[src/rtl/clock_display_scan.sv]
// Six-digit multiplexed 7-segment driver for the alarm clock: per-frame snapshot, leading-zero
// blanking, colon on S0 parity and whole-display flashing while the alarm is active.
module clock_display_scan #(
  parameter int SCAN_DIV     = 1000,
  parameter int BLINK_FRAMES = 64,
  parameter int BLANK_LZ     = 1,
  parameter int ACT_LOW      = 1
) (
  input  logic       clk,
  input  logic       reset,
  input  logic       en,
  input  logic [1:0] H_in1,
  input  logic [3:0] H_in0,
  input  logic [2:0] M_in1,
  input  logic [3:0] M_in0,
  input  logic [2:0] S_in1,
  input  logic [3:0] S_in0,
  input  logic       alarm,
  output logic [5:0] an,
  output logic [6:0] seg,
  output logic       dp
);
  localparam int   PW  = $clog2(SCAN_DIV);
  localparam int   FW  = (BLINK_FRAMES > 1) ? $clog2(BLINK_FRAMES) : 1;
  localparam logic INV = (ACT_LOW != 0);

  logic [PW-1:0] prescaler;
  logic [2:0]    idx, idx_n;
  logic [FW-1:0] frame_cnt, frame_cnt_n;
  logic          phase, phase_n;
  logic [1:0]    s_h1, n_h1;
  logic [3:0]    s_h0, n_h0, s_m0, n_m0, s_s0, n_s0;
  logic [2:0]    s_m1, n_m1, s_s1, n_s1;
  logic          s_alarm, n_alarm;
  logic          tick, wrap, dark, dp_hi;
  logic [3:0]    digit;
  logic [5:0]    an_hi;
  logic [6:0]    seg_hi;

  function automatic logic [6:0] dec7(input logic [3:0] d);
    case (d)
      4'd0:    dec7 = 7'b0111111;
      4'd1:    dec7 = 7'b0000110;
      4'd2:    dec7 = 7'b1011011;
      4'd3:    dec7 = 7'b1001111;
      4'd4:    dec7 = 7'b1100110;
      4'd5:    dec7 = 7'b1101101;
      4'd6:    dec7 = 7'b1111101;
      4'd7:    dec7 = 7'b0000111;
      4'd8:    dec7 = 7'b1111111;
      4'd9:    dec7 = 7'b1101111;
      default: dec7 = 7'b1000000;
    endcase
  endfunction

  // Everything the outputs need on a tick edge is computed from next-state values, so the
  // slot shown on the wrapping edge already uses the freshly loaded snapshot and phase.
  always_comb begin
    tick  = (prescaler == PW'(SCAN_DIV - 1));
    wrap  = tick && (idx == 3'd5);
    idx_n = idx;
    if (tick) idx_n = (idx == 3'd5) ? 3'd0 : idx + 3'd1;

    n_h1 = s_h1; n_h0 = s_h0; n_m1 = s_m1; n_m0 = s_m0;
    n_s1 = s_s1; n_s0 = s_s0; n_alarm = s_alarm;
    if (wrap) begin
      n_h1 = H_in1; n_h0 = H_in0; n_m1 = M_in1; n_m0 = M_in0;
      n_s1 = S_in1; n_s0 = S_in0; n_alarm = alarm;
    end

    frame_cnt_n = frame_cnt;
    phase_n     = phase;
    if (wrap) begin
      if (!alarm) begin
        frame_cnt_n = '0;
        phase_n     = 1'b0;
      end else if (s_alarm) begin
        if (frame_cnt == FW'(BLINK_FRAMES - 1)) begin
          frame_cnt_n = '0;
          phase_n     = ~phase;
        end else begin
          frame_cnt_n = frame_cnt + 1'b1;
        end
      end
    end

    case (idx_n)
      3'd0:    digit = n_s0;
      3'd1:    digit = {1'b0, n_s1};
      3'd2:    digit = n_m0;
      3'd3:    digit = {1'b0, n_m1};
      3'd4:    digit = n_h0;
      default: digit = {2'b00, n_h1};
    endcase
    seg_hi = dec7(digit);
    an_hi  = 6'b000001 << idx_n;
    dp_hi  = ((idx_n == 3'd2) || (idx_n == 3'd4)) && !n_s0[0];
    dark   = ((idx_n == 3'd5) && (BLANK_LZ != 0) && (n_h1 == 2'd0)) || (n_alarm && phase_n);
  end

  always_ff @(posedge clk or negedge reset) begin
    if (!reset) begin
      prescaler <= '0;
      idx       <= 3'd5;
      frame_cnt <= '0;
      phase     <= 1'b0;
      s_h1 <= '0; s_h0 <= '0; s_m1 <= '0; s_m0 <= '0;
      s_s1 <= '0; s_s0 <= '0; s_alarm <= 1'b0;
      an  <= {6{INV}};
      seg <= {7{INV}};
      dp  <= INV;
    end else begin
      prescaler <= tick ? '0 : prescaler + 1'b1;
      idx       <= idx_n;
      frame_cnt <= frame_cnt_n;
      phase     <= phase_n;
      s_h1 <= n_h1; s_h0 <= n_h0; s_m1 <= n_m1; s_m0 <= n_m0;
      s_s1 <= n_s1; s_s0 <= n_s0; s_alarm <= n_alarm;
      if (!en || (tick && dark)) begin
        an  <= {6{INV}};
        seg <= {7{INV}};
        dp  <= INV;
      end else if (tick) begin
        an  <= an_hi ^ {6{INV}};
        seg <= seg_hi ^ {7{INV}};
        dp  <= dp_hi ^ INV;
      end
    end
  end
endmodule

[config.mk]
export PLATFORM = sky130hd
export DESIGN_NAME = clock_display_scan
export DESIGN_NICKNAME = d
export VERILOG_FILES = /design/src/rtl/clock_display_scan.sv
export SDC_FILE = /design/constraint.sdc
export NUM_CORES = 1
export LEC_CHECK = 0
export ABC_AREA = 1
export ABC_CLOCK_PERIOD_IN_PS = 2670
export BUFFER_PORTS_ARGS = -buffer_cell sky130_fd_sc_hd__buf_2
export CAP_MARGIN = 20
export CORE_ASPECT_RATIO = 1.4
export CORE_MARGIN = 1
export CORE_UTILIZATION = 58
export CTS_CLUSTER_SIZE = 20
export DETAILED_ROUTE_END_ITERATION = 10
export PLACE_DENSITY = 0.8
export RECOVER_POWER = 100
export SETUP_SLACK_MARGIN = 0.15
export SYNTH_ARGS = -nofsm -noshare
export SYNTH_HDL_FRONTEND = slang
export SYNTH_SLANG_ARGS = --single-unit
[constraint.sdc]
create_clock -name clk -period 2.67 [get_ports clk]
set_input_delay 0.4005 -clock clk [delete_from_list [all_inputs] [get_ports clk]]
set_output_delay 0.4005 -clock clk [all_outputs]
set_load 0.005 [all_outputs]
* Word-level counts from Yosys, hierarchy flattened
Memories as Yosys holds them, arrays and structs flattened.
Index checks and enable logic that the tools add are counted.
** Storage, ports and cells
- Register bits :: 55
- ROM bits :: 112
- Bits of input ports :: 24
- Output and inout port bits :: 14
- Word-level logic and storage cells :: 70
- Memories :: 1
** Operators by class
- $add $sub $neg :: 3
- Eq/ne operators :: 9
- Shift operators :: 1
- Muxes and demuxes :: 24
- Bitwise logic cells :: 4
- Reductions and logical operators :: 14
** Memories
- (no name shown) :: words 16, width 7, rd ports 1, clocked after memory_dff 0, wr ports 0, line 41 : case (d)
** Operators with widths (number)
- 2-to-1 mux 6 bit :: 5
- case mux 4 bit (5 select lines) :: 1
- 2-to-1 mux 7 bit :: 2
- 2-to-1 mux 3 bit :: 4
- 2-to-1 mux 4 bit :: 3
- adder 10 x 1 -> 10 bit (second input constant) :: 1
- equality test 10 bit (second input constant) :: 1
- 2-to-1 mux 10 bit :: 1
- equality test 3 bit (second input constant) :: 3
- 2-to-1 mux 1 bit :: 7
- NOT 7 bit :: 1
- adder 6 x 1 -> 6 bit (second input constant) :: 1
- equality test 3 x 2 -> 1 bit (second input constant) :: 2
- equality test 6 bit (second input constant) :: 1
- NOT 6 bit :: 1
- left shift 1 x 3 -> 6 bit (first input constant) :: 1
- logical AND 1 bit :: 5
- adder 3 x 1 -> 3 bit (second input constant) :: 1
- equality test 3 x 1 -> 1 bit (second input constant) :: 1
- zero test 3 bit :: 1
- logical OR 1 bit :: 3
- zero test 1 bit :: 2
- zero test 2 bit :: 1
- 2-to-1 mux 2 bit :: 1
- 4 further kinds :: 5

* Logic depth before layout (Yosys ltp)
Gate-level depths: netlist of run 1.
- Depth in word-level cells :: 10
- Depth in mapped cells :: 23
- Depth with buffers taken out :: 22

* Worst setup path before layout of run 1
No wires, ideal clock.
- Path kind :: register to register
- From :: register prescaler[0]
- To :: register seg[3]
- Library setup time :: 0.072 ns
- Arrival time :: 2.371 ns
- Required time :: 2.598 ns
- Setup slack :: 0.227 ns
- Cell stages (with the launch flop) :: 24
- Buffers on the path :: 2
- Period minus slack after synthesis :: 2.443 ns
- Cells stage by stage :: dfrtp_1 ha_1 nand2_1 inv_2 nand3_2 nor2_4 nand2_2 buf_6 buf_2 nand2_1 nand2_1 nand2_1 nand2_1 nor2_1 nand2_1 nor2_2 inv_1 ha_1 inv_1 nand3_1 nand3_1 nand3_1 nand2_1 inv_1
** On the way
- Elaborated cells on any way between the ends :: 29
- Those cells by class :: 6 x eq/ne; 12 x mux; 1 x bitwise; 9 x reduce/logical; 1 x memory
** RTL lines
- from (decl) :: line 27 : logic [PW-1:0] prescaler;
- from (signal assigned) :: line 113 : prescaler <= tick ? '0 : prescaler + 1'b1;
- equality test 10 bit :: line 59 : tick = (prescaler == PW'(SCAN_DIV - 1));
- logical AND 1 bit :: line 60 : wrap = tick && (idx == 3'd5);
- 2-to-1 mux 4 bit :: line 66 : if (wrap) begin
- via n_m0[0] :: line 32 : logic [3:0] s_h0, n_h0, s_m0, n_m0, s_s0, n_s0;
- case mux 4 bit (5 select lines) :: line 87 : case (idx_n)
- memory (16 x 7 bit)
- NOT 7 bit (no line)
- 2-to-1 mux 7 bit :: line 123 : end else if (tick) begin
- 2-to-1 mux 7 bit :: line 119 : if (!en || (tick && dark)) begin
- to (signal assigned) :: line 110 : seg <= {7{INV}};
- to (signal assigned) :: line 121 : seg <= {7{INV}};
- to (signal assigned) :: line 125 : seg <= seg_hi ^ {7{INV}};
- to (decl) :: line 20 : output logic [6:0] seg,
The timed path passes the listed nets, and every way through them passes these cells. The select of a mux whose other input is x is not followed.
A chain may end at the register's enable or synchronous reset.

* Final worst setup path of run 1
- From :: register prescaler[0]
- To :: register seg[3]
** On the way
- Elaborated cells on any way between the ends :: 29
- Those cells by class :: 6 x eq/ne; 12 x mux; 1 x bitwise; 9 x reduce/logical; 1 x memory
** RTL lines
- equality test 10 bit * :: line 59
- 2-to-1 mux 3 bit * :: line 62 : if (tick) idx_n = (idx == 3'd5) ? 3'd0 : idx + 3'd1;
- via idx_n[1] :: line 28 : logic [2:0] idx, idx_n;
- equality test 3 bit, or another cell as far along :: line 87
- case mux 4 bit (5 select lines) / logical AND 1 bit (equally long branches) :: line 87, 98
- memory (16 x 7 bit) / logical OR 1 bit (equally long branches)
- NOT 7 bit (no line) / logical AND 1 bit (equally long branches)
- 2-to-1 mux 7 bit / logical OR 1 bit (equally long branches) :: line 123, 119
- 2-to-1 mux 7 bit / nonzero test 2 bit (equally long branches)
Mark *: on every way through the listed nets, which the timed path passes. The rest lies on a longest branch. The select of a mux whose other input is x is not followed.

==> results.toml, run 1 <==
[die]
fp.dieW_um = 62.18
die_h_um = 86.25
boundaryPins = 38
fp.coreArea_sq_um = 4842
fp-row-count = 30
fp.dieArea_sq_um = 5362
floorplan.initialDensity_pct = 60.72

[grt]
grt_pass1_vias = 2508
grt_start_max_net_pins = 44
overflow = 0
antenna_found_initial = 0
grt_pass1_wl_mm = 11.16
grt_util_all_layers_pct = 26.31

[run]
drv_cap = 1

[route]
first_iter_violations = 242
wire_per_inst_um = 15.02
routed_wl_mm = 7.750
firstDrtPassIters = 5
via_count = 2832
drc_errors = 0
via_per_inst = 5.488
ant_nets = 0

[worst_setup_path]
slowest_delay_ns = 0.39
cp-end-kind = "register"
cpMaxStageDelayCell = "dfrtp_1"
required_ns = 2.93
critPathBufInv = 6
critPathMaxFanout = 5
cp_cell_sequence = "ha_2, nand2_2, inv_2, nand3_2, nor2_4, buf_6, buf_4, nand2_2, nand2_2, nand2_2, nor2_4, nand2_1, nand2_1, nor2_2, nand2_2, nor2_4, inv_2, ha_4, inv_2, nand3_2, nand3_2, nand3_2, nand2_1, inv_1"
worstPathArrival_ns = 2.86
r2r_slack_ns = 0.08
start_kind = "register"
crit_family = "simple AND/OR/NAND/NOR gates"
critPathKind = "register to register"
cpMostUsedCell = "nand2_2"

[clocking]
cts_tree = "done"
clock-root-buffer = "clkbuf_8"
htreeDepth = 2
clk_latency_ns = 0.31
cts_inserted_buffers = 5
cts_sinks = 55
clk_pin_slew_ns = 0.10
clk_path_buf_depth = 2

[pwr]
power.leakage_nw = 1.831
irDropWorstVdd_mv = 0.3121
power_density_nw_per_um2 = 383.3

[logic_synthesis]
synthTopCellsByArea = "dfrtp_1 (33%), dfstp_2 (14%), nand2_1 (14%), inv_1 (6.4%), nor2_1 (4.9%)"
synth_cells = 378
yosys_register_bits = 55
yosysWarnings = 0
yosys.area.top_type_share_pct = 33.19
syn_nets = 409
synth_top_area_cell = "dfrtp_1"
ys_seq_area_share_pct = 47.49
postSynthAreaPerCell_sq_um = 7.779
yosysUniqueCellTypes = 34
synth_area_sq_um = 2940

[hold_path]
hp-class = "primary input to register"

[finish]
multi_input_area_sq_um = 1490
design_area_sq_um = 3775
drive_gt1_share_pct = 38.50
mostFrequentLayoutCell = "nand2_1"
post-route-util_pct = 77.96
num-fill-cells = 305
area_growth_pct = 28.38
nets = 482
final_cell_mix = "nand2_1 (95), inv_1 (45), dfrtp_1 (39), buf_2 (36), nor2_1 (32)"
n_antenna_cell = 0
seqCellArea_sq_um = 1396
instances_no_fill = 516

[timing]
rsz0062_at_grt = "true"
timing.final.max_slew_violations = 44
period_share_pct = 97.19
skew_ns = 0.005983
hold_slack_ns = 0.3116
post-route-min-period_ns = 2.595
tightest_slew_ns = 2.260
timing.max_slew.rel_slack_pct = -50.64
setup_viol = 0
fmax_mhz = 385.4
hold_viol = 0

[placement]
dp_cells = 482
hpwlAfterDp_mm = 4.424
dpl_cell_area_sq_um = 3227
place.gp.congestion = 0.8926
port_buffers = 37

[status]
outcome = "finished with violations"
violations = "max-capacitance violations, max-slew violations"
## per-layer routing
metal	vias up	part of all wire, %	track usage (%)
li1	1327	-	-
met1	1324	39	31.75
met2	128	50	46.45
met3	53	5.6	4.211
met4	0	5.9	11.63
met5	-	0	0
## power breakdown
part	switching, W	internal (W)	leakage, nW
clock	0.000281	0.000275	0.0556
combinational	0.0000317	0.0000169	1.16
sequential	0.00000349	0.000838	0.613
total	0.000316	0.00113	1.83
## cells by family (layout without fill, tap and decap cells)
kind of cell               count (synthesis)  count (layout)  share of synthesized area [%]
DFF                                       55              55                          47.49
xor gates and xnor gates                   1               1                         0.2979
adders and majority gates                  7               7                          2.979
AOI/OAI and AO/OA                         39              39                          8.043
and+or+nand+nor                          212             212                          32.09
buffers and inverters                     64             138                          9.106
## worst min-delay path, cell delays in order
cell and delay, ns:
buf_2 0.09, o21ai_2 0.07, inv_1 0.05
## synthesized netlist by cell type, drive strengths merged
cell,instances
clkinv,1
and2,1
xnor2,1
o22ai,4
a21oi,13
o221ai,1
nand3b,1
a31oi,2
ha,7
or2,7
dfstp,16
nor3,4
nor4,1
inv,56
clkbuf,1
buf,6
nand2,120
nand3,29
nand4,3
o211ai,1
dfrtp,39
o21ba,1
nor2,46
o21ai,17
## path summary, 6_finish.rpt
kind,endpoint,from,cells past startpoint
worst min register to register,s_h0[2],s_h0[2],2
worst min-delay path,s_m1[1],M_in1[1],3
worst max-delay path,seg[3],prescaler[0],24
worst max register to register,seg[3],prescaler[0],24
max in group asynchronous,idx[1],reset,1
min in group asynchronous,frame_cnt[1],reset,1
## repair_timing
action / 4_1_cts / 5_1_grt
endpoints found under the setup margin: 7 / 11
hold buffers: 0 / 0
cloned: 0 / 0
pin swaps: 22 / 25
setup buffers: 13 / 13
resized for setup: 28 / 40
## state kept, by name, indices dropped and copies added, names as in the netlist
signal	cells
s_m1	3
s_alarm	1
idx	3
s_s0	4
seg	7
dp	1
s_m0	4
an	6
phase	1
prescaler	10
frame_cnt	6
s_s1	3
s_h1	2
s_h0	4
## area by class of cell
type                            count  share of cell area (%)
Multi-Input combinational cell    259                   39.48
Sequential cell                    55                   36.99
Timing Repair Buffer               73                   12.63
Inverter                           57                   5.933
Tap cell                           64                   2.121
Clock buffer                        5                   1.823
Clock inverter                      3                   1.028
## per-stage QoR
step	total power [W]	setup slack, ns	setup TNS (ns)
after floorplan	0.0008677	0.2265	0
after global placement	0.0009070	0.04977	0
after detailed placement	0.0009078	-0.06571	-0.1005
after CTS	0.001444	0.1509	0
after global routing	0.001488	-0.1206	-0.3599
final	0.001447	0.07516	0
(Power assumes the default switching activity.)
==> run 2, diff against run 1 <==
--- a/config.mk
+++ b/config.mk
@@ -9,12 +9,14 @@
 export ABC_CLOCK_PERIOD_IN_PS = 2670
 export BUFFER_PORTS_ARGS = -buffer_cell sky130_fd_sc_hd__buf_2
 export CAP_MARGIN = 20
+export CELL_PAD_IN_SITES_DETAIL_PLACEMENT = 0
+export CELL_PAD_IN_SITES_GLOBAL_PLACEMENT = 1
 export CORE_ASPECT_RATIO = 1.4
 export CORE_MARGIN = 1
-export CORE_UTILIZATION = 58
+export CORE_UTILIZATION = 42
 export CTS_CLUSTER_SIZE = 20
 export DETAILED_ROUTE_END_ITERATION = 10
-export PLACE_DENSITY = 0.8
+export PLACE_DENSITY_LB_ADDON = 0.1
 export RECOVER_POWER = 100
 export SETUP_SLACK_MARGIN = 0.15
 export SYNTH_ARGS = -nofsm -noshare
==> constraint.sdc (replaced) <==
create_clock -name clk -period 2.67 [get_ports clk]
set_input_delay 0.1335 -clock clk [delete_from_list [all_inputs] [get_ports clk]]
set_output_delay 0.1335 -clock clk [all_outputs]
set_load 0.005 [all_outputs]
==> results.toml, run 2 (synthesis results as in run 1) <==
[worst_setup_path]
start_kind = "register"
reg2regPathDepth = 21
worstPathArrival_ns = 2.78
critPathMaxFanout = 12
cpMostUsedCell = "nand2_1"
r2r_slack_ns = 0.14
cpMaxStageDelayCell = "dfrtp_1"
endpoint = "seg[3]"
critPathKind = "register to register"
cp_cell_sequence = "ha_2, nand2_2, inv_2, nand3_2, nor2_4, nand2_4, buf_12, buf_4, nand2_1, nand2_1, nand2_1, nand2_1, nor2_4, inv_2, ha_4, inv_2, nand3_2, nand3_2, nand3_2, nand2_1, inv_1"
startpoint = "prescaler[0]"
cp-end-kind = "register"
reg2reg_from = "prescaler[0]"
slowest_delay_ns = 0.39
r2r_end = "seg[3]"
required_ns = 2.92

[pwr]
power.leakage_nw = 1.937
p_sw_w = 0.0002987
swShare_pct = 22.22
combinationalPowerShare_pct = 4.1
p_int_w = 0.001045
power_frac_clock_pct = 33.3
power_density_nw_per_um2 = 340.7
seqPwrFrac_pct = 62.6
finalPower_w = 0.001344
irDropWorstVdd_mv = 0.2383

[hold_path]
hold_depth = 3
hp-class = "primary input to register"
min-delay-start = "M_in1[1]"

[finish]
instances_no_fill = 561
mostFrequentLayoutCell = "nand2_1"
final_cell_mix = "nand2_1 (96), inv_1 (44), buf_4 (44), dfrtp_1 (39), buf_2 (36)"
regMostFlops = "prescaler"
design_area_sq_um = 3945
nets = 499
n_antenna_cell = 0
drive_gt1_share_pct = 40.51
largest_reg_flops = 10
reg.largest.list = "prescaler x10, seg x7"
area_growth_pct = 34.17

[timing]
worst_slack_ns = 0.1362
post-route-min-period_ns = 2.534
timing.final.max_slew_violations = 0
setup_viol = 0
tightest_slew_ns = 1.154
skew_ns = 0.008371
period_share_pct = 94.90
fmax_mhz = 394.7
rsz0062_at_grt = "true"
hold_slack_ns = 0.04001
hold_viol = 0
timing.max_slew.rel_slack_pct = 23.04

[route]
wire_per_inst_um = 13.06
via_count = 2644
routed_wl_mm = 7.328
first_iter_violations = 121
firstDrtPassIters = 6
ant_nets = 0
drc_errors = 0
via_per_inst = 4.713

[placement]
dp_cells = 515
hpwlAfterDp_mm = 4.814
pre_cts_ws_ns = -0.04014
port_buffers = 37
place.gp.congestion = 0.8129
dpl_cell_area_sq_um = 3312

[die]
fp.dieArea_sq_um = 7344
fp.coreArea_sq_um = 6656
die_h_um = 101
floorplan.initialDensity_pct = 44.17
fp.dieW_um = 72.72
boundaryPins = 38
fp-row-count = 35

[clocking]
clk_path_buf_depth = 2
clk_pin_slew_ns = 0.10
clk_latency_ns = 0.31
cts_sinks = 55
cts_tree = "done"
cts_inserted_buffers = 5
clock-root-buffer = "clkbuf_8"
htreeDepth = 2

[run]
drv_cap = 0

[grt]
grt_pass1_wl_mm = 12.14
grt_pass1_vias = 2666
overflow = 0
grt_util_all_layers_pct = 21.29
antenna_found_initial = 0
grt_start_max_net_pins = 44

[status]
outcome = "finished clean"
-- run 2: cell count changes in the layout (fill, tap and decap cells not counted), sizes merged --
cell | before | now
buf | 70 | 88
bufinv | 1 | 0
clkinv | 3 | 2
dlygate4sd3 | 0 | 1
-- run 2: worst min path at each step --
| stage | endpoint |
|---|---|
| global placement | frame_cnt[2] |
| finish | s_m1[1] |
| CTS | frame_cnt[2] |
| global route | s_s0[1] |
| floorplan | frame_cnt[0] |
| detailed placement | frame_cnt[2] |
-- run 2: critical path: cells and delay by family (launching register included) --
kind                       cells  cell delay, ns
buffers and inverters          6            0.54
adders and majority gates      2            0.37
DFF                            1            0.39
and+or+nand+nor               13            1.17
-- run 2: routing by layer --
layer | wire length, um | GRT usage, % | part of all wire (%) | up-vias
met5 | 0 | 0 | 0 | -
met4 | 107 | 6.335 | 1.5 | 0
met3 | 186 | 2.700 | 2.5 | 9
met2 | 3763 | 37.96 | 51 | 43
met1 | 3270 | 26.53 | 45 | 1242
li1 | - | - | - | 1350
-- run 2: power by group through the flow --
| stage | clock network [W] | logic (W) | registers, W |
|---|---|---|---|
| after floorplan | 0 | 0.0000113 | 0.000856 |
| after global placement | 0 | 0.0000519 | 0.000857 |
| after detailed placement | 0 | 0.0000520 | 0.000857 |
| after CTS | 0.000464 | 0.0000526 | 0.000842 |
| after global routing | 0.000503 | 0.0000637 | 0.000843 |
| final | 0.000447 | 0.0000553 | 0.000842 |
-- run 2: cell type report --
cell class	count	area, sq um
fill	630	2711
multi-input combinational	259	1500
sequential	55	1396
timing repair buffer	90	635.6
inverter	57	216.5
tap	92	115.1
clock buffer	7	76.32
clock inverter	1	5.005
-- run 2: stage by stage --
| step | TNS [ns] | util (%) |
|---|---|---|
| global route | -0.2986 | 59.27 |
| detailed placement | -0.04014 | 49.76 |
| floorplan | 0 | - |
| global placement | 0 | 49.76 |
| finish | 0 | 59.27 |
| CTS | 0 | 55.28 |
-- run 2: what timing repair did --
item,in CTS,in global routing
pin swaps,21,24
endpoints found under the hold margin,0,18
hold buffers,0,1
setup buffers,22,14
endpoints found under the setup margin,7,10
resized for setup,34,35
